===== config.mk =====
export PLATFORM = sky130hd
export DESIGN_NAME = snn_addr_counter
export DESIGN_NICKNAME = d
export VERILOG_FILES = /design/src/rtl/snn_addr_counter_pkg.sv /design/src/rtl/snn_addr_counter.sv
export SDC_FILE = /design/constraint.sdc
export NUM_CORES = 1
export LEC_CHECK = 0
export ABC_CLOCK_PERIOD_IN_PS = 2800
export CORE_MARGIN = 2
export CORE_UTILIZATION = 44
export CTS_BUF_LIST = sky130_fd_sc_hd__clkbuf_16
export CTS_CLUSTER_SIZE = 8
export DETAILED_ROUTE_END_ITERATION = 10
export GPL_TIMING_DRIVEN = 0
export PLACE_DENSITY = 0.93
export SETUP_SLACK_MARGIN = 0.15
export SYNTH_ARGS = -nofsm -noshare
export SYNTH_HDL_FRONTEND = slang
export SYNTH_SLANG_ARGS = --single-unit

===== constraint.sdc =====
create_clock -name clk -period 2.8 [get_ports clk]
set_input_delay 0.84 -clock clk [delete_from_list [all_inputs] [get_ports clk]]
set_output_delay 0.84 -clock clk [all_outputs]
set_load 0.05 [all_outputs]

===== src/rtl/snn_addr_counter_pkg.sv =====
// Shared sizing helpers for the SNN weight-memory address logic.
package snn_addr_counter_pkg;

  localparam int unsigned AddrWidth = 32;

  // Bits needed to index `value` distinct words.
  function automatic int unsigned clog2(input longint unsigned value);
    int unsigned width;
    width = 0;
    for (int i = 0; i < 64; i++) begin
      if ((64'd1 << i) < value) width = unsigned'(i) + 1;
    end
    return width;
  endfunction

  function automatic longint unsigned max3(input longint unsigned a,
                                           input longint unsigned b,
                                           input longint unsigned c);
    longint unsigned m;
    m = (a > b) ? a : b;
    return (m > c) ? m : c;
  endfunction

endpackage


===== src/rtl/snn_addr_counter.sv =====
// Write-address counter for weight memories: clear, increment, wrap at DEPTH-1.
module snn_addr_counter
  import snn_addr_counter_pkg::*;
#(
  parameter longint unsigned DEPTH = 8192
) (
  input  logic                 clk,
  input  logic                 rst,
  input  logic                 clr,
  input  logic                 inc,
  output logic [AddrWidth-1:0] addr
);

  localparam int unsigned AW = (clog2(DEPTH) < 1) ? 1 : clog2(DEPTH);
  localparam logic [AW-1:0] CntMax = AW'(DEPTH - 64'd1);

  if (DEPTH < 64'd2) begin : g_depth_too_small
    $error("snn_addr_counter: DEPTH must be at least 2");
  end
  if (DEPTH > 64'h8000_0000) begin : g_depth_too_large
    $error("snn_addr_counter: DEPTH must not exceed 2^31");
  end

  logic [AW-1:0] cnt_q, cnt_d;

  // Explicit compare so non-power-of-two depths wrap at DEPTH-1.
  always_comb begin
    cnt_d = cnt_q;
    if (clr) begin
      cnt_d = '0;
    end else if (inc) begin
      cnt_d = (cnt_q == CntMax) ? '0 : cnt_q + AW'(1);
    end
  end

  always_ff @(posedge clk or posedge rst) begin
    if (rst) cnt_q <= '0;
    else     cnt_q <= cnt_d;
  end

  assign addr = AddrWidth'(cnt_q);

`ifndef SYNTHESIS
  a_cnt_range: assert property (@(posedge clk) disable iff (rst) 64'(cnt_q) < DEPTH);
  a_addr_upper: assert property (@(posedge clk) disable iff (rst) (addr >> AW) == 32'd0);
  a_clr_zero: assert property (@(posedge clk) disable iff (rst) clr |=> addr == 32'd0);
  a_inc_step: assert property (@(posedge clk) disable iff (rst)
    (inc && !clr) |=> cnt_q == (($past(cnt_q) == CntMax) ? '0 : $past(cnt_q) + AW'(1)));
  a_known_ctrl: assert property (@(posedge clk) !rst |-> !$isunknown({clr, inc}));
`endif

endmodule


Word-level counts from Yosys, hierarchy flattened

Cells that the tools add are included.

Flip-flop bits (word level): 13
Output and inout port bits: 32

$add $sub $neg: 1
Equal/unequal tests: 1
Muxes and demuxes: 3
Reduce and logical (&&, ||, !) cells: 1

Operator list:

| kind                    | number |
|---|---|
| $mux W13                | 3 |
| $add A13 B1 Y13 const B | 1 |
| $eq A13 B13 Y1 const B  | 1 |
| $reduce_bool A2 Y1      | 1 |

Depth between registers and ports, before layout

Depth after elaboration: 4
Gate-level depth with buffers: 5

Worst setup path before layout

Ideal clock, no wire load.

Kind: register to register
Start point: register cnt_q[2]
End point: register cnt_q[11]
Data arrival time: 1.845 ns
Data required time: 2.723 ns
Setup slack: 0.877 ns
Stages on the path, launching flop included: 5
Cells stage by stage: dfrtp_1 nand4_4 or4_1 or3_1 a21oi_1

Word-level cells in the longest chain between the ends: 4

RTL lines:

| item                                              | line                   | source |
|---|---|---|
| from (decl)                                       | snn_addr_counter.sv:24 | `logic [AW-1:0] cnt_q, cnt_d;` |
| from (signal assigned)                            | snn_addr_counter.sv:38 | `else cnt_q <= cnt_d;` |
| $add A13 B1 Y13 or $eq A13 B13 Y1 (tied branches) | snn_addr_counter.sv:32 | `cnt_d = (cnt_q == CntMax) ? '0 : cnt_q + AW'(1);` |
| $mux W13 (*)                                      | snn_addr_counter.sv:32 |  |
| $mux W13 (*)                                      | snn_addr_counter.sv:31 | `end else if (inc) begin` |
| $mux W13 (*)                                      | snn_addr_counter.sv:29 | `if (clr) begin` |

Mark *: on every way between the ends. The rest lies on a longest branch, timed or not. The select of a mux whose other input is x is not followed.
A chain may end at the register's enable or synchronous reset.

Worst setup path in the final report

Start point: register cnt_q[2]
End point: output port addr[2]

RTL lines:

| item      | line                   | source |
|---|---|---|
| to (decl) | snn_addr_counter.sv:11 | `output logic [AddrWidth-1:0] addr` |

No word-level cell between the ends.

==> metrics.cfg <==
[timing]
fin_tns_setup_ps = 0
rsz0062_at_grt = no
finClkSkew_ps = 4.18
timing.fmax_mhz = 419
fin_crit_ps = 2390
period_share_pct = 85.3
setup_violations = 0
hold_viol_final = 0
finalMaxSlewViolations = 0
hold_slack_ps = 574

[setup_path]
worst_setup_path_end_kind = primary output
path_cells = clkdlybuf4s50_1
path_class = flip-flop to primary output
cp-start-kind = flip-flop
critPathArrivalTime_ps = 1550
crit_buf_inv = 1
critical_path_required_ps = 1960
crit_family = buffers and inverters
path_max_fanout = 6
max_stage_delay_ps = 850
slowest_stage = clkdlybuf4s50_1

[floorplanning]
ios = 36
fp.dieW_um = 47.2
core_um2 = 1750
start_util_pct = 47.1
die-height_um = 47.2
fp-row-count = 15
dieArea_um2 = 2230

[placement]
port_buffers = 16
dp_hpwl_um = 1300
gp_congestion = 0.847

[global_route]
grt_pass1_wl_um = 2770
grt_pass1_vias = 669
grt_max_degree = 14
antenna_found_initial = 0
overflow = 0
track_usage_pct = 18.1

[flow_run]
max_cap_violations = 0

[route]
ant_nets = 0
firstDrtPassIters = 4
vias = 693
drt_iter0_drc = 12
drt_wl_total_um = 1720
wire_per_inst_um = 11.2
vias_per_cell = 4.53
drc = 0

[cts]
cts-buffers-inserted = 3
cts_resized = 0
cts_tree = yes
cts_hold_buf = 0
clk_path_buf_depth = 2
clkTransAtPathRegs_ps = 50
cts_sinks = 13
cts_max_level = 1
cts_setup_buffers = 0
cts_root_buf = clkbuf_16
clock_latency_ps = 240

[logic_synthesis]
synth-xor-area-share_pct = 10.7
synth_area_um2 = 822
syn_area_per_cell_um2 = 9.13
ys_warn_count = 0
synth_cell_types = 26
ys_ff_latch = 13
synth_top_family_by_area = simple AND/OR/NAND/NOR gates
synthSimpleGateAreaFrac_pct = 19.8
synth_mux_area_share_pct = 1.37
synthCells = 90
yosysSeqAreaShare_pct = 39.6
synth-compound-area-share_pct = 7.00
synth_fa_ha_area_share_pct = 1.52

[finish]
final_cell_mix = buf_4 (19), conb_1 (19), clkdlybuf4s50_1 (16)
n_antenna_cell = 0
top_register = cnt_q
drive_gt1_share_pct = 18.0
nets = 134
reg_top3 = cnt_q: 13 flops
area_growth_pct = 41.1
largest_register_ffs = 13
n_fill_cell = 142

[power]
powerDensity_nw_per_um2 = 493
ir_drop_uv = 490
p_leak_nw = 0.561

[hold_path]
hp-class = flip-flop to flip-flop

[outcome]
status = completed

==> stage by stage <==
| stage | util (%) | setup WS (ps) | power (W) | std cells | cell area, µm² |
|---|---|---|---|---|---|
| after detailed placement | 61.9 | 222 | 0.000310 | 149 | 1080 |
| after global routing | 66.5 | 332 | 0.000589 | 153 | 1160 |
| after floorplan | - | 877 | 0.000294 | 108 | 890 |
| after CTS | 66.5 | 399 | 0.000575 | 153 | 1160 |
| final | 66.5 | 412 | 0.000572 | 153 | 1160 |
| after global placement | 61.9 | 266 | 0.000309 | 149 | 1080 |
==> power by group <==
part           internal (W)  total (W)  switching [W]
clock              0.000188   0.000263      0.0000753
sequential         0.000191   0.000195     0.00000429
combinational     0.0000309   0.000113      0.0000825
total              0.000410   0.000572       0.000162
==> synthesized netlist by cell type <==
cell type / n / area, µm²
nand2_1: 6 / 22.5
xor2_1: 3 / 26.3
nand4_4: 1 / 21.3
clkbuf_1: 1 / 3.75
nor2_1: 14 / 52.6
o21ai_0: 1 / 5.00
ha_1: 1 / 12.5
a21oi_1: 2 / 10.0
buf_4: 19 / 143
or3_1: 1 / 6.26
a311oi_1: 1 / 8.76
o211a_1: 1 / 10.0
nor4_1: 3 / 18.8
and3_1: 1 / 6.26
conb_1: 1 / 3.75
inv_1: 4 / 15.0
xnor2_1: 7 / 61.3
or4_1: 1 / 7.51
a22o_1: 1 / 8.76
nand3_1: 1 / 5.00
nor3_1: 2 / 10.0
mux2_1: 1 / 11.3
o21ai_1: 1 / 5.00
dfrtp_1: 13 / 325
a41o_1: 1 / 10.0
nand4_1: 2 / 12.5
==> per-layer routing <==
metal	up-vias	wire (µm)	GRT usage (%)
met4	0	38	8.89
met2	22	938	31.1
met3	4	96	7.31
li1	340	-	-
met5	-	0	0
met1	327	647	19.1
==> logic make-up after synthesis <==
kind of cell / count (synthesis)
compound gates: 8
buf+inv: 24
xor+xnor: 10
other cells: 1
flops: 13
fa+ha+maj: 1
simple gates: 32
mux: 1
==> path summary, 6_finish.rpt <==
kind                                  startpoint               endpoint  slack [ps]  cells past startpoint
max                         cnt_q[2]$_DFFE_PP0P_                addr[2]         410                      1
min                        cnt_q[12]$_DFFE_PP0P_  cnt_q[12]$_DFFE_PP0P_         570                      2
max reg2reg                 cnt_q[2]$_DFFE_PP0P_  cnt_q[11]$_DFFE_PP0P_        1110                      4
min reg2reg                cnt_q[12]$_DFFE_PP0P_  cnt_q[12]$_DFFE_PP0P_         570                      2
max in group asynchronous                    rst  cnt_q[10]$_DFFE_PP0P_        1530                      2
min in group asynchronous                    rst   cnt_q[7]$_DFFE_PP0P_         940                      2
==> area by class of cell <==
type	count	area, µm²	area share [%]
inverter	4	15.0	1.29
clock buffer	3	75.1	6.47
sequential	13	325	28.0
tap	25	31.3	2.70
multi-input combinational	71	403	34.7
clock inverter	1	3.75	0.324
timing repair buffer	16	160	13.8
buffer	20	146	12.6
Power figures use the tool's default switching activity.
